$ cat src/rtl/midi_key_source.sv
// midi_key_source: MIDI byte-stream parser producing one-channel key press/release events
//   clk, rst             : clock, synchronous active-high reset
//   rx_data, rx_valid    : received MIDI byte and its one-cycle strobe
//   key_press            : one-cycle note-on pulse
//   key_release          : one-cycle note-off pulse
//   pitch                : note - NOTE_LO, updated with either pulse
//   freq                 : 24-bit phase increment at 48 kHz, updated with key_press
module midi_key_source #(
   parameter int CHANNEL = 0,
   parameter int NOTE_LO = 24
) (
   input  logic        clk,
   input  logic        rst,
   input  logic [7:0]  rx_data,
   input  logic        rx_valid,
   output logic        key_press,
   output logic        key_release,
   output logic [5:0]  pitch,
   output logic [23:0] freq
);
   typedef enum logic [1:0] {WAIT_STATUS, DATA1, DATA2} state_t;
   localparam logic [7:0] LO = 8'(NOTE_LO);
   // top octave (notes NOTE_LO+60..+71); lower octaves are right shifts of these
   localparam logic [23:0] TABLE [16] = '{
      24'd365778, 24'd387529, 24'd410573, 24'd434987, 24'd460853, 24'd488256,
      24'd517290, 24'd548049, 24'd580638, 24'd615164, 24'd651744, 24'd690499,
      24'd0, 24'd0, 24'd0, 24'd0};
   state_t      r_state, w_state_nxt;
   logic [7:0]  r_status, w_status_nxt;
   logic [6:0]  r_d1, w_d1_nxt;
   logic        w_done;
   logic [6:0]  w_d1, w_d2;
   logic        w_ch_ok, w_in_range, w_on, w_off, w_evt;
   logic [7:0]  w_rel;
   logic [5:0]  w_p;
   logic [2:0]  w_oct;
   logic [3:0]  w_semi;
   logic        r_s1_press, r_s1_release;
   logic [5:0]  r_s1_pitch;
   logic [3:0]  r_s1_semi;
   logic [2:0]  r_s1_shift;
   always_comb begin
      w_state_nxt  = r_state;
      w_status_nxt = r_status;
      w_d1_nxt     = r_d1;
      w_done       = 1'b0;
      w_d1         = r_d1;
      w_d2         = rx_data[6:0];
      if (rx_valid) begin
         if (rx_data >= 8'hF8) begin
            w_state_nxt = r_state;
         end else if (rx_data >= 8'hF0) begin
            w_state_nxt  = WAIT_STATUS;
            w_status_nxt = 8'h00;
         end else if (rx_data[7]) begin
            w_state_nxt  = DATA1;
            w_status_nxt = rx_data;
         end else if (r_state == DATA1) begin
            w_d1_nxt = rx_data[6:0];
            // program change / channel pressure complete on one data byte
            if (r_status[7:5] == 3'b110) begin
               w_done = 1'b1;
               w_d1   = rx_data[6:0];
            end else begin
               w_state_nxt = DATA2;
            end
         end else if (r_state == DATA2) begin
            w_done      = 1'b1;
            w_state_nxt = DATA1;
         end
      end
   end
   always_ff @(posedge clk) begin
      if (rst) begin
         r_state  <= WAIT_STATUS;
         r_status <= 8'h00;
         r_d1     <= 7'd0;
      end else begin
         r_state  <= w_state_nxt;
         r_status <= w_status_nxt;
         r_d1     <= w_d1_nxt;
      end
   end
   assign w_ch_ok    = r_status[3:0] == 4'(CHANNEL);
   assign w_rel      = {1'b0, w_d1} - LO;
   assign w_in_range = ({1'b0, w_d1} >= LO) && (w_rel < 8'd64);
   assign w_p        = w_rel[5:0];
   assign w_on       = (r_status[7:4] == 4'h9) && (w_d2 != 7'd0);
   assign w_off      = (r_status[7:4] == 4'h8) || ((r_status[7:4] == 4'h9) && (w_d2 == 7'd0));
   assign w_evt      = w_done && w_ch_ok && w_in_range;
   assign w_oct      = w_p >= 6'd60 ? 3'd5 : w_p >= 6'd48 ? 3'd4 : w_p >= 6'd36 ? 3'd3 :
                       w_p >= 6'd24 ? 3'd2 : w_p >= 6'd12 ? 3'd1 : 3'd0;
   assign w_semi     = 4'(w_p - 6'(w_oct) * 6'd12);
   always_ff @(posedge clk) begin
      if (rst) begin
         r_s1_press   <= 1'b0;
         r_s1_release <= 1'b0;
         r_s1_pitch   <= 6'd0;
         r_s1_semi    <= 4'd0;
         r_s1_shift   <= 3'd0;
         key_press    <= 1'b0;
         key_release  <= 1'b0;
         pitch        <= 6'd0;
         freq         <= 24'd0;
      end else begin
         r_s1_press   <= w_evt && w_on;
         r_s1_release <= w_evt && w_off;
         r_s1_pitch   <= w_p;
         r_s1_semi    <= w_semi;
         r_s1_shift   <= 3'd5 - w_oct;
         key_press    <= r_s1_press;
         key_release  <= r_s1_release;
         if (r_s1_press || r_s1_release) pitch <= r_s1_pitch;
         if (r_s1_press) freq <= TABLE[r_s1_semi] >> r_s1_shift;
      end
   end
endmodule

$ cat config.mk
export PLATFORM = sky130hd
export DESIGN_NAME = midi_key_source
export DESIGN_NICKNAME = d
export VERILOG_FILES = /design/src/rtl/midi_key_source.sv
export SDC_FILE = /design/constraint.sdc
export NUM_CORES = 1
export LEC_CHECK = 0
export CORE_ASPECT_RATIO = 1.4
export CORE_UTILIZATION = 40
export CTS_CLUSTER_SIZE = 10
export DETAILED_ROUTE_END_ITERATION = 7
export GPL_TIMING_DRIVEN = 0
export PLACE_DENSITY = 0.67
export SLEW_MARGIN = 20
export SYNTH_ARGS = -nofsm -noshare
export SYNTH_HDL_FRONTEND = slang
export SYNTH_SLANG_ARGS = --single-unit
$ cat constraint.sdc
create_clock -name clk -period 6.5 [get_ports clk]
set_clock_uncertainty 0.15 [all_clocks]
set_input_delay 1.3 -clock clk [delete_from_list [all_inputs] [get_ports clk]]
set_output_delay 1.3 -clock clk [all_outputs]
set_load 0.02 [all_outputs]
* After elaboration in Yosys (flattened, before gate mapping) *
Memory sizes are Yosys's and may differ from the RTL's.
Index checks and enable logic that the tools add are counted.

cells by class
  shift operators = 1
  div/mod/pow operators = 0
  reductions and logical operators = 17
  multipliers = 1
  equality and inequality tests = 6
  add/sub/neg operators = 3
  multiplexer cells = 27
  bitwise logic cells = 4
  magnitude comparators = 10

operators by type and width
  cell                 count
  $mux 24              2
  $mux 7               6
  $shr 24x3->24        1
  $ge 6x6->1 const B   3
  $ge 8x8->1 const B   2
  $mux 8               2
  $mux 2               7
  $eq 4x4->1 const B   2
  $lt 8x7->1 const B   1
  $mux 1               8
  $sub 7x5->8 const B  1
  $ge 7x5->1 const B   1
  $logic_and 1x1->1    7
  $logic_not 7->1      1
  $reduce_bool 7->1    1
  $ge 6x4->1 const B   1
  $ge 6x5->1 const B   1
  $mux 3               2
  $ge 5x5->1 const B   1
  $not 4->5            1
  $reduce_and 5->1     1
  $logic_not 4->1      1
  $ne 4x4->1 const B   1
  $reduce_and 4->1     1
  other kinds (11)     14

storage, ports and cells
  memories kept = 1
  memory bits (writable) = 0
  flip-flop bits (word level) = 64
  latch bits = 0
  bits in read-only memories = 384
  logic and storage cells = 82

memories
  memory           depth  width  rd ports  clocked after memory_dff  write ports  RTL line  source
  (no name shown)  16     24     1         0                         0            114       if (r_s1_press) freq <= TABLE[r_s1_semi] >> r_s1_shift;

* Depth between registers and ports, before layout *
Gate-level depths: netlist of run 1.

  word-level depth = 16
  depth in mapped cells = 16
  mapped depth without buffers = 15

* Worst setup path before layout of run 1 *
OpenSTA, ideal clock, no wires.

  kind = input to register
  start = input port rx_valid
  end = register r_s1_semi[3]
  arrival = 3977 ps
  path buffers = 2
  required time = 6278 ps
  stages on the path = 14
  setup time = 72 ps
  slack = 2302 ps
  path through = buf_2 nand3b_2 nor2_4 mux2_2 ha_1 buf_2 xor2_1 maj3_1 a221oi_1 a311oi_1 inv_1 ha_1 xnor2_1 mux2i_1

on the way
  cells in the longest elaborated chain, start to end = 10

RTL lines
  what                  RTL line  source
  from (decl)           15        input logic rx_valid,
  $mux 7 *              49        if (rx_valid) begin
  $sub 7x5->8 *         85        assign w_rel = {1'b0, w_d1} - LO;
  $ge 6x4->1            92        w_p >= 6'd24 ? 3'd2 : w_p >= 6'd12 ? 3'd1 : 3'd0;
  $mux 1                92
  $mux 2                92
  $mux 2                91        assign w_oct = w_p >= 6'd60 ? 3'd5 : w_p >= 6'd48 ? 3'd4 : w_p >= 6'd36 ? 3'd3 :
  $mux 3 (2 in a row)   91
  $mul 3x2->2           93        assign w_semi = 4'(w_p - 6'(w_oct) * 6'd12);
  $sub 4x4->4 *         93
  to (signal assigned)  109       r_s1_semi <= w_semi;
  to (decl)             40        logic [3:0] r_s1_semi;

Mark *: on every way between the ends. The rest lies on a longest branch, timed or not.
A chain may end at the register's enable or synchronous reset.

* Worst setup path in the final report of run 1 *
Ends and elaborated chain as after synthesis.

==> results of run 1 <==
area by class of cell:
cell class | count | area share (%)
Clock inverter | 6 | 0.904
Inverter | 15 | 1.23
Sequential cell | 58 | 25.4
Multi-Input combinational cell | 376 | 51.5
Clock buffer | 10 | 5.23
Tap cell | 107 | 2.93
Buffer | 44 | 4.66
Timing Repair Buffer | 37 | 8.11
power breakdown:
group,leakage (nW),switching [mW],internal (mW),total [mW]
clock,0.131,0.171,0.268,0.438
combinational,1.02,0.113,0.0685,0.182
sequential,0.470,0.00563,0.363,0.369
total,1.62,0.290,0.699,0.989
stage by stage:
step	setup WS [ns]	hold slack, ns	std cells	utilization [%]
after floorplan	2.30	0.277	493	-
after global placement	1.52	0.294	637	47.2
after detailed placement	1.48	0.292	637	47.2
after CTS	1.79	0.307	653	50.3
after global routing	1.48	0.325	653	50.3
final	1.79	0.305	653	50.3
layer usage:
layer	vias up	global-route usage (%)	share of wire (%)
met5	-	0	0
met4	0	11.6	4.5
met3	42	4.14	4.1
met2	145	42.2	52
met1	1746	24.2	39
li1	1876	-	-
state kept, by name (all words and copies together) (netlist names):
signal,count
r_s1_shift,3
r_status,8
key_press,1
key_release,1
freq,20
r_s1_press,1
r_s1_release,1
r_state,2
r_s1_semi,2
r_d1,7
r_s1_pitch,6
pitch,6
logic make-up after synthesis:
| kind of cell | synth area share, % |
|---|---|
| xor gates and xnor gates | 1.16 |
| muxes | 7.17 |
| adders and majority gates | 3.58 |
| buffers and inverters | 7.13 |
| DFF | 30.8 |
| AOI/OAI and AO/OA | 26.4 |
| and+or+nand+nor | 23.7 |
| other | 0.0994 |
worst max-delay path, stage by stage:
cell and delay, ns:
clkdlybuf4s50_1 0.47, buf_2 0.22, nand3b_2 0.15, nor2_4 0.27, mux2_2 0.40, ha_1 0.20
buf_2 0.18, xor2_1 0.21, maj3_1 0.21, a221oi_1 0.08, a311oi_1 0.39, inv_1 0.11
ha_1 0.22, xnor2_1 0.18, mux2i_1 0.19
path summary, 6_finish.rpt:
check / slack, ns / endpoint / from / cells after the start
worst max-delay path: 1.79 / r_s1_semi[3]$_SDFF_PP0_ / rx_valid / 15
worst min-delay path: 0.31 / r_status[1]$_SDFFE_PP0P_ / r_status[1]$_SDFFE_PP0P_ / 2
worst max register to register: 2.80 / r_s1_semi[3]$_SDFF_PP0_ / r_state[1]$_SDFFE_PP0P_ / 15
worst min register to register: 0.31 / r_status[1]$_SDFFE_PP0P_ / r_status[1]$_SDFFE_PP0P_ / 2
cells in the final DEF (no fill, tap or decap), types with 12 or more instances in the layout:
cell type,instances
clkdlybuf4s50_1,37
nand2b_1,25
mux2i_1,18
nand2_1,50
o21ai_0,29
nor2_1,38
clkbuf_1,21
a21oi_1,51
dfxtp_1,58
inv_1,14
o22ai_1,12
==> impl_metrics.prom, run 1 <==
# TYPE chip_impl_metric gauge
chip_impl_info{name="worstSetupPathType",value="in -> reg"} 1
chip_impl_metric{name="final_nets",unit=""} 562
chip_impl_metric{name="clkSinkCount",unit=""} 58
chip_impl_metric{name="areaGrowthSynthToFinish",unit="%"} 21.1
chip_impl_metric{name="cts_resized",unit=""} 0
chip_impl_info{name="hold_path_class",value="reg -> reg"} 1
chip_impl_metric{name="power",unit="mW"} 0.989
chip_impl_metric{name="first_global_vias",unit=""} 3591
chip_impl_info{name="post-synth-top-count-cell",value="dfxtp_1"} 1
chip_impl_info{name="yosysTopAreaCell",value="dfxtp_1"} 1
chip_impl_metric{name="synth_cell_type_count",unit=""} 65
chip_impl_metric{name="dr_total_vias",unit=""} 3809
chip_impl_metric{name="top_level_ports",unit=""} 43
chip_impl_metric{name="cts.path.max_buffers",unit=""} 2
chip_impl_metric{name="grt_overflow_total",unit=""} 0
chip_impl_metric{name="placement.io_buffers",unit=""} 37
chip_impl_metric{name="numCtsBuffers",unit=""} 9
chip_impl_metric{name="place.gp.congestion",unit=""} 0.992
chip_impl_metric{name="multi_input_comb_area",unit="um^2"} 2350
chip_impl_metric{name="maxCapViolCount",unit=""} 0
chip_impl_metric{name="synth_enable_flop_cells",unit=""} 0
chip_impl_metric{name="netlist_area_before_placement",unit="um^2"} 3770
chip_impl_metric{name="clkLatencyLatePin",unit="ns"} 0.32
chip_impl_metric{name="cts.htree.levels",unit=""} 3
chip_impl_metric{name="worst_ep_required_time",unit="ns"} 6.61
chip_impl_metric{name="floorplan.die_area",unit="um^2"} 9830
chip_impl_metric{name="path_clk_slew",unit="ns"} 0.05
chip_impl_metric{name="cts_hold_buf",unit=""} 0
chip_impl_metric{name="setup_tns",unit="ns"} 0
chip_impl_metric{name="dr.first_iter.drc_count",unit=""} 293
chip_impl_metric{name="cts_setup_buffers",unit=""} 0
chip_impl_info{name="endpoint_kind",value="flip-flop"} 1
chip_impl_metric{name="maximum_number_of_pins_on_one_net_before_global_route_repair",unit=""} 12
chip_impl_info{name="outcome",value="finished, violations left"} 1
chip_impl_info{name="critical_path.startpoint_type",value="input port"} 1
chip_impl_metric{name="fmax",unit="GHz"} 0.212
chip_impl_metric{name="syn_area_per_cell",unit="um^2"} 7.70
chip_impl_metric{name="worst_ir_drop_vdd",unit="uV"} 140
chip_impl_metric{name="layout.cell_area.non_filler",unit="um^2"} 4570
chip_impl_metric{name="avgViaCountPerCell",unit=""} 5.83
chip_impl_metric{name="layout_worst_path_cycle_share",unit="%"} 72.4
chip_impl_metric{name="ys_warn_count",unit=""} 0
chip_impl_metric{name="layout.filler_cells",unit=""} 897
chip_impl_metric{name="avgRoutedWirePerCell",unit="um"} 16.4
chip_impl_metric{name="start_util",unit="%"} 41.5
chip_impl_info{name="grt_setup_unrepaired",value="false"} 1
chip_impl_info{name="top_post_synthesis_cells_by_count",value="dfxtp_1 (58), a21oi_1 (51), nand2_1 (50)"} 1
chip_impl_info{name="ys.flop_type",value="dfxtp_1"} 1
chip_impl_metric{name="rows",unit=""} 41
chip_impl_metric{name="drive_above_1_share",unit="%"} 9.16
chip_impl_metric{name="finalSetupViolCount",unit=""} 0
chip_impl_metric{name="syn_inst",unit=""} 490
chip_impl_metric{name="final-hold-violation-count",unit=""} 0
chip_impl_metric{name="power_leakage",unit="nW"} 1.62
chip_impl_metric{name="ys_ff_latch",unit=""} 58
chip_impl_metric{name="wl",unit="mm"} 10.7
chip_impl_info{name="failed_checks",value="design-rule violations"} 1
chip_impl_metric{name="core_region_area",unit="um^2"} 9080
chip_impl_metric{name="drtPass1Iterations",unit=""} 8
chip_impl_metric{name="grt_pass1_wl",unit="mm"} 17.3
chip_impl_info{name="cts.root.buffer_cell",value="clkbuf_16"} 1
chip_impl_metric{name="remaining_drc_errors",unit=""} 8
chip_impl_metric{name="synth_top_cell_area_share",unit="%"} 30.8
chip_impl_metric{name="final-max-slew-violation-count",unit=""} 0
chip_impl_metric{name="synth.yosys.seq_area_share",unit="%"} 30.8
chip_impl_metric{name="critical_path_peak_fanout",unit=""} 10
chip_impl_metric{name="p_per_area",unit="nW/um^2"} 217
chip_impl_metric{name="globalRouteTotalUtil",unit="%"} 22.5
chip_impl_metric{name="critPathArrivalTime",unit="ns"} 4.81
chip_impl_metric{name="period_minus_slack",unit="ns"} 4.71
chip_impl_metric{name="antenna-diode-count",unit=""} 0
chip_impl_metric{name="seqCellArea",unit="um^2"} 1160
chip_impl_metric{name="number_of_antenna_violations_at_the_first_check_in_global_routing",unit=""} 0
chip_impl_metric{name="die_wd",unit="um"} 84.1
chip_impl_metric{name="max_slew_margin",unit="%"} 51.6
chip_impl_metric{name="route.antenna.remaining_nets",unit=""} 0
chip_impl_info{name="cts_tree",value="yes"} 1
chip_impl_metric{name="worst-slew-pin-transition",unit="ns"} 0.720
chip_impl_metric{name="dp_hpwl",unit="mm"} 8.07
chip_impl_metric{name="synth-async-reset-ratio",unit="%"} 0
chip_impl_metric{name="placed_area",unit="um^2"} 4290
chip_impl_metric{name="die_height",unit="um"} 117
chip_impl_info{name="netlist_top_cells_area",value="dfxtp_1 (31%), a21oi_1 (6.8%), nand2_1 (5.0%), mux2i_1 (4.8%), nand2b_1 (4.1%)"} 1
Note: power is estimated with default switching activity, not from simulation.
==> run 2: changes to the inputs <==
- clock period: 6.5 -> 4.8 ns (I/O delays scaled with it)
==> results of run 2 <==
The final DEF is identical to that of run 1. Status: finished, violations left: design-rule violations.
Among the figures that moved: setup slack after placement 1.48 ns -> 0.119 ns; setup slack after layout 1.79 ns -> 0.433 ns; register-to-register setup slack 2.80 ns -> 1.10 ns; total power 0.989 mW -> 1.34 mW; worst IR drop on VDD 140 uV -> 189 uV
==> run 3: changes to the inputs <==
- PLACE_DENSITY: 0.67 -> 0.69
- clock period: 4.8 -> 3.6 ns (I/O delays scaled with it)
==> impl_metrics.prom, run 3 (synthesized netlist as in run 1, its figures left out) <==
# TYPE chip_impl_metric gauge
chip_impl_info{name="outcome",value="finished, violations left"} 1
chip_impl_info{name="failed_checks",value="design-rule violations"} 1
chip_impl_metric{name="first_global_vias",unit=""} 3708
chip_impl_metric{name="slack_of_the_worst_reg_to_reg_path",unit="ns"} 0.27
chip_impl_info{name="crit_path_top_delay_cell",value="dlygate4sd2_1"} 1
chip_impl_metric{name="power_leakage",unit="nW"} 1.72
chip_impl_metric{name="path_clk_slew",unit="ns"} 0.05
chip_impl_metric{name="core_region_area",unit="um^2"} 9080
chip_impl_metric{name="die_wd",unit="um"} 84.1
chip_impl_metric{name="remaining_drc_errors",unit=""} 10
chip_impl_info{name="layout_common_cells",value="dfxtp_1 (58), a21oi_1 (51), nand2_1 (50), nor2_1 (38), clkdlybuf4s50_1 (35)"} 1
chip_impl_metric{name="cts.path.max_buffers",unit=""} 2
chip_impl_metric{name="wl",unit="mm"} 11.0
chip_impl_metric{name="place.gp.congestion",unit=""} 0.975
chip_impl_info{name="hold_path_class",value="reg -> reg"} 1
chip_impl_metric{name="internal-power",unit="mW"} 1.43
chip_impl_metric{name="top_level_ports",unit=""} 43
chip_impl_metric{name="power.clock.fraction",unit="%"} 48.2
chip_impl_info{name="reg_to_reg_start",value="r_state[1]$_SDFFE_PP0P_"} 1
chip_impl_metric{name="layout.cells.non_filler",unit=""} 657
chip_impl_info{name="setup.worst_path.start",value="rx_data[7]"} 1
chip_impl_info{name="critical_path.startpoint_type",value="input port"} 1
chip_impl_metric{name="drive_above_1_share",unit="%"} 11.3
chip_impl_info{name="worst_r2r_endpoint",value="r_s1_semi[3]$_SDFF_PP0_"} 1
chip_impl_metric{name="dr.first_iter.drc_count",unit=""} 290
chip_impl_metric{name="number_of_antenna_violations_at_the_first_check_in_global_routing",unit=""} 0
chip_impl_metric{name="max_slew_margin",unit="%"} 52.7
chip_impl_metric{name="drtPass1Iterations",unit=""} 7
chip_impl_metric{name="dr_total_vias",unit=""} 3889
chip_impl_info{name="regMostFlops",value="freq"} 1
chip_impl_metric{name="finalSetupViolCount",unit=""} 0
chip_impl_metric{name="avgRoutedWirePerCell",unit="um"} 16.8
chip_impl_info{name="worstSetupPathType",value="in -> reg"} 1
chip_impl_metric{name="clkLatencyLatePin",unit="ns"} 0.32
chip_impl_metric{name="floorplan.die_area",unit="um^2"} 9830
chip_impl_metric{name="cts_hold_buf",unit=""} 0
chip_impl_metric{name="cts.htree.levels",unit=""} 3
chip_impl_metric{name="seq_power_share",unit="%"} 34.4
chip_impl_metric{name="critical_path_peak_fanout",unit=""} 7
chip_impl_metric{name="p_per_area",unit="nW/um^2"} 410
chip_impl_metric{name="final_nets",unit=""} 566
chip_impl_metric{name="power.switching_fraction",unit="%"} 26.2
chip_impl_info{name="hold_end",value="pitch[2]$_SDFFE_PP0P_"} 1
chip_impl_metric{name="period_minus_slack",unit="ns"} 3.41
chip_impl_metric{name="final-max-slew-violation-count",unit=""} 0
chip_impl_metric{name="worst-path-buf-inv",unit=""} 4
chip_impl_info{name="cts.root.buffer_cell",value="clkbuf_16"} 1
chip_impl_metric{name="worst_ep_required_time",unit="ns"} 3.70
chip_impl_metric{name="dp_hpwl",unit="mm"} 8.05
chip_impl_metric{name="largest_register_ffs",unit=""} 20
chip_impl_metric{name="min_delay_path_depth",unit=""} 2
chip_impl_metric{name="antenna-diode-count",unit=""} 0
chip_impl_info{name="grt_setup_unrepaired",value="false"} 1
chip_impl_metric{name="avgViaCountPerCell",unit=""} 5.92
chip_impl_metric{name="die_height",unit="um"} 117
chip_impl_info{name="reg_top3",value="freq x20, r_status x8, r_d1 x7"} 1
chip_impl_metric{name="layout.cell_area.non_filler",unit="um^2"} 4720
chip_impl_metric{name="clkSinkCount",unit=""} 58
chip_impl_metric{name="pwr-share-comb",unit="%"} 17.4
chip_impl_metric{name="globalRouteTotalUtil",unit="%"} 23.0
chip_impl_info{name="cts_tree",value="yes"} 1
chip_impl_metric{name="route.antenna.remaining_nets",unit=""} 0
chip_impl_metric{name="maxCapViolCount",unit=""} 0
chip_impl_metric{name="fmax",unit="GHz"} 0.293
chip_impl_metric{name="layout_worst_path_cycle_share",unit="%"} 94.8
chip_impl_metric{name="maximum_number_of_pins_on_one_net_before_global_route_repair",unit=""} 12
chip_impl_metric{name="worstRegToRegCells",unit=""} 16
chip_impl_metric{name="rows",unit=""} 41
chip_impl_metric{name="post-place-ws",unit="ns"} -0.806
chip_impl_metric{name="areaGrowthSynthToFinish",unit="%"} 25.3
chip_impl_metric{name="numCtsBuffers",unit=""} 9
chip_impl_metric{name="worstSetupPathDepth",unit=""} 15
chip_impl_metric{name="worst-slew-pin-transition",unit="ns"} 0.701
chip_impl_info{name="endpoint_kind",value="flip-flop"} 1
chip_impl_metric{name="placement.io_buffers",unit=""} 37
chip_impl_metric{name="final-hold-violation-count",unit=""} 0
chip_impl_metric{name="placed_area",unit="um^2"} 4290
chip_impl_metric{name="worst_ir_drop_vdd",unit="uV"} 316
chip_impl_metric{name="grt_overflow_total",unit=""} 0
chip_impl_info{name="mostFrequentLayoutCell",value="dfxtp_1"} 1
chip_impl_info{name="cp_delay_by_family_top",value="buffers and inverters"} 1
chip_impl_info{name="cells_along_the_critical_path",value="dlygate4sd2_1, nand3b_4, nor2_4, buf_4, a21o_4, inv_1, ha_2, nor4b_4, o21ai_1, and2_1, a311oi_2, inv_1, ha_2, xnor2_2, mux2i_1"} 1
chip_impl_metric{name="critPathArrivalTime",unit="ns"} 3.51
chip_impl_metric{name="critical_path.max_stage_delay",unit="ns"} 0.33
chip_impl_metric{name="switchingPower",unit="mW"} 0.509
chip_impl_metric{name="grt_pass1_wl",unit="mm"} 17.9
chip_impl_metric{name="postLayoutSetupSlackWorst",unit="ns"} 0.187
chip_impl_metric{name="place_inst",unit=""} 637
chip_impl_metric{name="start_util",unit="%"} 41.5
chip_impl_info{name="min_from",value="pitch[2]$_SDFFE_PP0P_"} 1
==> run 3: final cells by class <==
cell class	count	area, um^2
repair buffers	42	409
clock inverters	4	73.8
multi-input cells	376	2420
fillers	849	4360
clock buffers	12	256
plain buffers	43	216
well taps	107	134
flip-flops and latches	58	1160
inverters	15	56.3
==> run 3: stage by stage <==
step           utilization (%)  TNS (ns)  total power [mW]  hold WS, ns
2_1_floorplan                -         0             0.910        0.277
3_3_place_gp              47.3     -1.67             0.994        0.294
3_5_place_dp              47.3     -1.80             0.998        0.298
4_1_cts                   51.7         0              1.94        0.305
5_1_grt                   52.0         0              2.01        0.321
6_report                  52.0         0              1.94        0.302
==> run 3: worst min-delay path, cell delays in order (launching register included) <==
cell	delay, ns
dfxtp_1	0.30
nand2_1	0.05
a21oi_1	0.05
==> run 3: power by group through the flow <==
stage	Clock [mW]	Sequential, mW	Combinational [mW]
2_1_floorplan	0	0.677	0.233
3_3_place_gp	0	0.679	0.315
3_5_place_dp	0	0.680	0.318
4_1_cts	0.948	0.667	0.325
5_1_grt	0.976	0.669	0.364
6_report	0.933	0.667	0.337
==> run 3: routing by layer <==
layer	GRT usage (%)	share of wire, %	vias up
li1	-	-	1883
met1	24.0	40	1824
met2	43.2	52	142
met3	3.65	4.1	40
met4	14.4	4.4	0
met5	0	0	-
==> run 3: worst max path at each step <==
stage,slack (ns),to
2_1_floorplan,0.009,r_s1_semi[3]$_SDFF_PP0_
3_3_place_gp,-0.75,r_s1_semi[3]$_SDFF_PP0_
3_5_place_dp,-0.81,r_s1_semi[3]$_SDFF_PP0_
4_1_cts,0.009,r_s1_semi[3]$_SDFF_PP0_
5_1_grt,0.06,r_s1_semi[3]$_SDFF_PP0_
6_report,0.19,r_s1_semi[3]$_SDFF_PP0_
==> run 3: timing repair <==
action / CTS / global route
pin swaps: 3 / 3
endpoints found under the hold margin: 0 / 0
resized for setup: 10 / 10
setup buffers: 3 / 2
endpoints found under the setup margin: 3 / 6
